### src/rtl/branch_ckpt_ctrl.sv
// Rename-stage branch checkpoint scheduler: allocates checkpoint slots to
// dispatching branches, retires them in order as they resolve, and sequences
// mispredict recovery (one restore pulse, then a timed flush window).
//
// state   | meaning
// --------+------------------------------------------------------------
// IDLE    | normal operation, dispatch allowed when ring not full
// RESTORE | restore pulse for recover_id, flush asserted, rename stalled
// FLUSH   | flush window counting down, rename stalled
module branch_ckpt_ctrl #(
  parameter int CKPT_WIDTH     = 2,
  parameter int ROB_WIDTH      = 4,
  parameter int RECOVER_CYCLES = 2
) (
  input  logic                  clk,
  input  logic                  reset,
  input  logic                  br_dispatch_valid,
  input  logic [ROB_WIDTH-1:0]  br_rob_tag,
  output logic [CKPT_WIDTH-1:0] ckpt_alloc_id,
  output logic                  ckpt_alloc_grant,
  input  logic                  br_resolve_valid,
  input  logic [CKPT_WIDTH-1:0] br_resolve_id,
  input  logic                  br_resolve_mispredict,
  output logic                  recover_valid,
  output logic [CKPT_WIDTH-1:0] recover_id,
  output logic [ROB_WIDTH-1:0]  recover_rob_tag,
  output logic                  flush,
  output logic                  rename_stall,
  output logic [CKPT_WIDTH:0]   ckpt_count
);

  localparam int SLOTS = 1 << CKPT_WIDTH;
  localparam int FC_W  = $clog2(RECOVER_CYCLES + 1);

  typedef enum logic [1:0] {
    IDLE    = 2'd0,
    RESTORE = 2'd1,
    FLUSH   = 2'd2
  } state_t;

  state_t                state;
  logic [FC_W-1:0]       flush_cnt;
  logic                  ent_valid    [SLOTS];
  logic                  ent_resolved [SLOTS];
  logic [ROB_WIDTH-1:0]  ent_tag      [SLOTS];
  logic [CKPT_WIDTH-1:0] head;
  logic [CKPT_WIDTH-1:0] tail;
  logic [CKPT_WIDTH:0]   count;

  logic                  mp_now;
  logic                  resolve_ok;
  logic                  retire;
  logic                  ckpt_full;
  logic [CKPT_WIDTH-1:0] mp_dist;
  logic                  kill [SLOTS];

  // Resolve classification, retire decision and recovery kill mask.
  always_comb begin
    logic [CKPT_WIDTH-1:0] dist_i;
    dist_i     = '0;
    mp_now     = br_resolve_valid & br_resolve_mispredict & ent_valid[br_resolve_id];
    resolve_ok = br_resolve_valid & ~br_resolve_mispredict & ent_valid[br_resolve_id];
    // A correct resolve of the head retires in the same cycle; a mispredict on
    // the head wipes it instead, so no retire then.
    retire     = ent_valid[head]
               & (ent_resolved[head] | (resolve_ok & (br_resolve_id == head)))
               & ~(mp_now & (br_resolve_id == head));
    ckpt_full  = (count == (CKPT_WIDTH+1)'(SLOTS));
    mp_dist    = br_resolve_id - head;
    for (int i = 0; i < SLOTS; i++) begin
      dist_i  = CKPT_WIDTH'(i) - head;
      kill[i] = mp_now & ent_valid[i] & (dist_i >= mp_dist);
    end
  end

  // Backpressure and grant; full check deliberately uses registered count.
  always_comb begin
    rename_stall     = ckpt_full | (state != IDLE) | mp_now;
    ckpt_alloc_grant = br_dispatch_valid & ~rename_stall;
    ckpt_alloc_id    = tail;
    ckpt_count       = count;
  end

  // Checkpoint ring: allocation, resolve marking, in-order retire, truncation.
  always_ff @(posedge clk or negedge reset) begin
    if (!reset) begin
      for (int i = 0; i < SLOTS; i++) begin
        ent_valid[i]    <= 1'b0;
        ent_resolved[i] <= 1'b0;
        ent_tag[i]      <= '0;
      end
      head  <= '0;
      tail  <= '0;
      count <= '0;
    end else begin
      if (resolve_ok)
        ent_resolved[br_resolve_id] <= 1'b1;
      if (retire) begin
        ent_valid[head]    <= 1'b0;
        ent_resolved[head] <= 1'b0;
        head               <= head + 1'b1;
      end
      if (mp_now) begin
        for (int i = 0; i < SLOTS; i++) begin
          if (kill[i]) begin
            ent_valid[i]    <= 1'b0;
            ent_resolved[i] <= 1'b0;
          end
        end
        tail  <= br_resolve_id;
        count <= {1'b0, mp_dist} - (CKPT_WIDTH+1)'(retire);
      end else begin
        if (ckpt_alloc_grant) begin
          ent_valid[tail]    <= 1'b1;
          ent_resolved[tail] <= 1'b0;
          ent_tag[tail]      <= br_rob_tag;
          tail               <= tail + 1'b1;
        end
        count <= count + (CKPT_WIDTH+1)'(ckpt_alloc_grant) - (CKPT_WIDTH+1)'(retire);
      end
    end
  end

  // Recovery sequencer with registered restore/flush outputs.
  always_ff @(posedge clk or negedge reset) begin
    if (!reset) begin
      state           <= IDLE;
      flush_cnt       <= '0;
      recover_valid   <= 1'b0;
      flush           <= 1'b0;
      recover_id      <= '0;
      recover_rob_tag <= '0;
    end else if (mp_now) begin
      // Any live mispredict (re)starts recovery; live entries are always older
      // than an in-progress recovery point.
      state           <= RESTORE;
      recover_valid   <= 1'b1;
      flush           <= 1'b1;
      recover_id      <= br_resolve_id;
      recover_rob_tag <= ent_tag[br_resolve_id];
    end else begin
      case (state)
        RESTORE: begin
          state         <= FLUSH;
          flush_cnt     <= FC_W'(RECOVER_CYCLES);
          recover_valid <= 1'b0;
          flush         <= 1'b1;
        end
        FLUSH: begin
          recover_valid <= 1'b0;
          if (flush_cnt <= FC_W'(1)) begin
            state <= IDLE;
            flush <= 1'b0;
          end else begin
            flush_cnt <= flush_cnt - 1'b1;
          end
        end
        default: begin
          state         <= IDLE;
          recover_valid <= 1'b0;
          flush         <= 1'b0;
        end
      endcase
    end
  end

endmodule

### config.mk
export PLATFORM = sky130hd
export DESIGN_NAME = branch_ckpt_ctrl
export DESIGN_NICKNAME = d
export VERILOG_FILES = /design/src/rtl/branch_ckpt_ctrl.sv
export SDC_FILE = /design/constraint.sdc
export NUM_CORES = 1
export LEC_CHECK = 0
export CAP_MARGIN = 10
export CELL_PAD_IN_SITES_DETAIL_PLACEMENT = 0
export CELL_PAD_IN_SITES_GLOBAL_PLACEMENT = 1
export CORE_MARGIN = 1.5
export CORE_UTILIZATION = 45
export DETAILED_ROUTE_END_ITERATION = 16
export HOLD_SLACK_MARGIN = 0.12
export PLACE_DENSITY = 0.77
export SLEW_MARGIN = 20
export SYNTH_ARGS = -nofsm -noshare
export SYNTH_HDL_FRONTEND = slang
export SYNTH_SLANG_ARGS = --single-unit
### constraint.sdc
create_clock -name clk -period 4.95 [get_ports clk]
set_input_delay 0.7425 -clock clk [delete_from_list [all_inputs] [get_ports clk]]
set_output_delay 0.7425 -clock clk [all_outputs]
set_load 0.02 [all_outputs]
# After elaboration in Yosys (flattened, before gate mapping)
# Index checks and enable logic that the tools add are counted.
dict set report word_totals {
  regBits 43
  latch_bits 0
  mem_bits_rw 0
  romBits 0
  input_bits 11
  out_inout_bits 15
  wordCells 139
  mem_count 0
}
dict set report classes {
  add_sub_neg 11
  multipliers 0
  div_mod_pow 0
  magnitude_cmp 11
  n_eq_ne 6
  shift 0
  n_mux 48
  bitwise_logic 34
  n_reduce_logical 8
}
# op n
set ops {}
lappend ops {{4-bit two-way mux} 10}
lappend ops {{1-bit two-way mux} 20}
lappend ops {{1-bit AND} 17}
lappend ops {{16-bit bitwise mux} 1}
lappend ops {{4-bit AND} 3}
lappend ops {{2-bit two-way mux} 5}
lappend ops {{3-bit greater-or-equal comparator, second input constant} 3}
lappend ops {{3-bit by 1-bit less-than comparator with 1-bit output, second input constant} 3}
lappend ops {{2-bit inverter with 3-bit output} 3}
lappend ops {{4-bit binary-select mux with 2-bit select} 1}
lappend ops {{4-bit demux with 2-bit select} 1}
lappend ops {{2-bit greater-or-equal comparator} 4}
lappend ops {{4-bit inverter} 2}
lappend ops {{4-bit bitwise OR} 2}
lappend ops {{2-bit one-hot mux with 2 select lines} 2}
lappend ops {{1-bit binary-select mux with 2-bit select} 3}
lappend ops {{1-bit demux with 2-bit select} 3}
lappend ops {{2-bit nonzero test} 3}
lappend ops {{2-bit by 1-bit adder with 2-bit output, second input constant} 2}
lappend ops {{1-bit inverter} 4}
lappend ops {{1-bit by 2-bit subtractor with 2-bit output, first input constant} 2}
lappend ops {{2-bit subtractor, first input constant} 2}
lappend ops {{3-bit by 1-bit adder with 3-bit output} 1}
lappend ops {{3-bit equality test, second input constant} 1}
lappend ops {{16 further kinds} 20}

# Logic depth before layout (Yosys ltp)
dict set report logic_depth {
  ltp_word 13
  mapped_depth 13
  mapped_depth_nobuf 11
}

# Worst setup path after synthesis
# OpenSTA, ideal clock, no wires.
dict set report synth_timing {
  kind {input -> register}
  startpoint {input br_resolve_id[0]}
  endpoint {register count[2] (netlist: ckpt_count[2])}
  setup_time_ns 0.137
  arrival_time_ns 3.046
  t_required_ns 4.813
  setup_slack_ns 1.767
  path_stages 13
  path_buffers 2
  cell_sequence {buf_2 > nand2b_1 > o22ai_4 > nand3_2 > mux2i_1 > buf_4 > ha_1 > inv_1 > ha_1 > fa_1 > xnor2_1 > xnor2_1 > a21oi_1}
}
dict set report synth_via {
  elab_chain_len 11
  word_cells_on_any_way 21
  cone_classes {add/sub (4); eq/ne (1); mux (4); bitwise (12)}
}
# element line
set synth_lines {}
lappend synth_lines {{from (decl)} 22} ;# input logic [CKPT_WIDTH-1:0] br_resolve_id,
lappend synth_lines {{2-bit inverter with 3-bit output (not written as such)} {61, 62}}
lappend synth_lines {{1-bit binary-select mux with 2-bit select} {61, 62}}
lappend synth_lines {{1-bit two-way mux (not written as such) (2 in a row)} {61, 62}}
lappend synth_lines {{1-bit AND (on tied branches)} {61, 62}}
lappend synth_lines {{1-bit bitwise OR / 1-bit AND (equally long branches)} {78, 66}}
lappend synth_lines {{1-bit inverter / 1-bit bitwise OR (equally long branches)} {79, 66}}
lappend synth_lines {{1-bit AND (on tied branches)} {79, 66}}
lappend synth_lines {{3-bit by 1-bit adder with 3-bit output / 1-bit AND (equally long branches)} {119, 67}}
lappend synth_lines {{3-bit by 1-bit subtractor with 3-bit output / 2-bit by 1-bit subtractor with 3-bit output (equally long branches)} {119, 111}}
lappend synth_lines {{3-bit two-way mux *} 103} ;# if (mp_now) begin
lappend synth_lines {{to (signal assigned)} 111} ;# count <= {1'b0, mp_dist} - (CKPT_WIDTH+1)'(retire);
lappend synth_lines {{to (signal assigned)} 119} ;# count <= count + (CKPT_WIDTH+1)'(ckpt_alloc_grant) - (CKPT_WIDTH+1)'(retire);
lappend synth_lines {{to (decl)} 48} ;# logic [CKPT_WIDTH:0] count;
# Mark *: on every way between the ends. The rest lies on a longest branch, timed or not. The select of a mux whose other input is x is not followed.
# A chain may end at the register's enable or synchronous reset.

# Worst setup path after layout
dict set report layout_timing {
  startpoint {input br_resolve_id[1]}
  endpoint {output rename_stall}
}
dict set report layout_via {
  elab_chain_len 6
}
# element line
set layout_lines {}
lappend layout_lines {{2-bit inverter with 3-bit output (not written as such)} 61} ;# mp_now = br_resolve_valid & br_resolve_mispredict & ent_valid[br_resolve_id];
lappend layout_lines {{1-bit binary-select mux with 2-bit select} 61}
lappend layout_lines {{1-bit two-way mux (not written as such) (2 in a row)} 61}
lappend layout_lines {{1-bit AND} 61}
lappend layout_lines {{1-bit bitwise OR} 78} ;# rename_stall = ckpt_full | (state != IDLE) | mp_now;
lappend layout_lines {{to (decl)} 28} ;# output logic rename_stall,
# No other way between the ends. The select of a mux whose other input is x is not followed.

==> out/metrics.yaml <==
synthesis:
  synth_edf_count: 0
  ys_ff_latch: 43
  syn_area_per_cell_sq_um: 11.04
  synth.distinct_cells: 40
  syn_nets: 254
  synth-main-ff-cell: "dfrtp_1"
  synthCells: 222
  synth-async-reset-ratio: 1.000
  synth_warnings: 0
  synth_area_sq_um: 2451
  seq_area_frac_synth: 0.4390
global_routing:
  antenna_found_initial: 0
  grt_pass1_vias: 1796
  grt.total_usage: 0.1980
  grt-ovfl-total: 0
  grt_max_degree: 44
  grt_pass1_wl_microns: 9045
pwr:
  ir_worst_vdd_uv: 302.1
  powerDensity_nw_per_um2: 643.6
  total_power_mw: 1.851
  p_leak_nw: 1.273
timing:
  rsz0062_at_grt: "false"
  worst_pin_slew_ns: 0.9616
  fin_crit_ns: 3.995
  hold_violations: 0
  finClkSkew_ns: 0.009142
  setup_viol_count_final: 0
  drv_slew: 0
  finalSetupTns_ns: 0
  fin_crit_sh: 0.8072
  maxSlewHeadroom: 0.3590
  max_freq_ghz: 0.2503
clock_network:
  cts_resized: 0
  cts_tree: "yes"
  clockBufferDepth: 2
  root_buffer: "clkbuf_8"
  post_cts_buffers: 0
  htreeDepth: 2
  clk_pin_slew_ns: 0.08
  cts_buffers: 5
  clk_latency_ns: 0.30
  cts_sinks: 43
  cts_hold_buffers: 0
cells_and_area:
  final_layout_size_suffix_gt1_frac: 0.1640
  final_cell_mix: "dfrtp_1 (43), nand2_1 (32), clkdlybuf4s50_1 (24)"
  n_antenna_cell: 0
  nets: 281
  nFillCells: 458
  layout_commonest_cell: "dfrtp_1"
  area_delta_synth_final_pct: 17.30
flow_run:
  cap_violations: 0
critical_path:
  cp-start-kind: "input port"
  endpoint_kind: "output port"
  crit_fanout: 19
  worstPathRequired_ns: 4.21
  critPathArrivalTime_ns: 3.25
  crit_type: "in2out"
routing:
  dr_total_vias: 1756
  wl_per_cell_microns: 16.39
  drt-total-wl_microns: 5246
  detail-route-antenna-nets: 0
  routed_via_density: 5.488
  drc: 0
  first_pass_iters: 4
  first_iter_violations: 101
min_path:
  hold_class: "reg2reg"
die:
  dieWidth_microns: 76.81
  die-area_sq_um: 5899
  ioPinCount: 26
  coreArea_sq_um: 5172
  initial_core_util: 0.4739
  rows: 26
  die_h_microns: 76.81
placed_design:
  globalplace.congestion: 0.7573
  dpl.hpwl_microns: 3801
  portBuffers: 25
status:
  outcome: "finished clean"
metal layers:
metal	GRT usage	vias up	part of all wire
li1	-	837	-
met1	0.2587	882	0.47
met2	0.3301	33	0.49
met3	0.03929	4	0.030
met4	0.06296	0	0.0097
met5	0	-	0
where the power goes:
group | leakage, nW | switching, mW | internal, mW
clock | 0.0548 | 0.131 | 0.152
combinational | 0.691 | 0.474 | 0.444
sequential | 0.527 | 0.138 | 0.511
critical path: stages:
cell and delay [ns]:
clkdlybuf4s50_1 0.91, mux2i_1 0.23, o22ai_4 0.39, nand2_2 0.08, buf_4 0.21, nand3_1 0.08
clkdlybuf4s50_1 0.60
cell usage after synthesis, drive strengths merged, types with 3 or more instances:
cell type / number / area share
buf: 4 / 0.011
nand2: 33 / 0.052
o22ai: 5 / 0.018
a21boi: 3 / 0.0092
nor2: 4 / 0.0061
ha: 18 / 0.092
fa: 3 / 0.025
o21ai: 11 / 0.022
mux2: 16 / 0.074
inv: 20 / 0.031
xnor2: 6 / 0.021
nand4: 3 / 0.0077
a31oi: 8 / 0.020
dfrtp: 43 / 0.44
mux2i: 5 / 0.022
nand3: 7 / 0.016
mux4: 6 / 0.055
clkbuf: 3 / 0.0046
a21oi: 6 / 0.018
through the flow:
step                hold slack [ns]    util  setup WS, ns  cells  cell area, sq um
finish                       0.4840  0.5559        0.9545    320              2875
global route                 0.5081  0.5559        0.8303    320              2875
CTS                          0.4896  0.5559        0.9246    320              2875
detailed placement           0.4664  0.5336        0.9563    312              2760
global placement             0.4686  0.5336         1.030    312              2760
floorplan                    0.4469       -         1.767    222              2451
cell type report:
type                            instances  area, sq um  area share
Clock buffer                            5        68.82     0.02393
Clock inverter                          3        46.29     0.01610
Inverter                               20        75.07     0.02611
Multi-Input combinational cell        152         1261      0.4386
Sequential cell                        43         1076      0.3742
Tap cell                               70        87.58     0.03046
Timing Repair Buffer                   27        260.3     0.09051
final timing paths:
kind	depth (start not counted)	slack [ns]	endpoint	start
min	2	0.48	recover_rob_tag[1]$_DFFE_PN0P_	recover_rob_tag[1]$_DFFE_PN0P_
min reg2reg	2	0.48	recover_rob_tag[1]$_DFFE_PN0P_	recover_rob_tag[1]$_DFFE_PN0P_
min in group asynchronous	1	0.59	ent_valid[3]$_DFF_PN0_	reset
max	7	0.95	rename_stall	br_resolve_id[1]
max in group asynchronous	1	3.76	ent_tag[10]$_DFFE_PN0P_	reset
max reg2reg	10	2.28	ckpt_count[2]$_DFF_PN0_	head[1]$_DFFE_PN0N_
sequential cells by signal, indices dropped and copies added, names as in the netlist:
| signal | cells |
|---|---|
| ent_resolved | 4 |
| recover_valid | 1 |
| ckpt_alloc_id | 2 |
| recover_id | 2 |
| ent_tag | 16 |
| state | 2 |
| recover_rob_tag | 4 |
| head | 2 |
| flush | 1 |
| flush_cnt | 2 |
| ent_valid | 4 |
| ckpt_count | 3 |
kinds of logic (layout without fill, tap and decap cells):
logic type                 Yosys count  in the layout  share of synthesized area
buffers and inverters               27             55                    0.04645
xor gates and xnor gates             7              7                    0.02501
muxes                               27             27                     0.1506
DFF                                 43             43                     0.4390
AOI/OAI and AO/OA                   43             43                     0.1220
and+or+nand+nor                     54             54                     0.1006
adders and majority gates           21             21                     0.1164
Note: power is estimated with default switching activity, not from simulation.
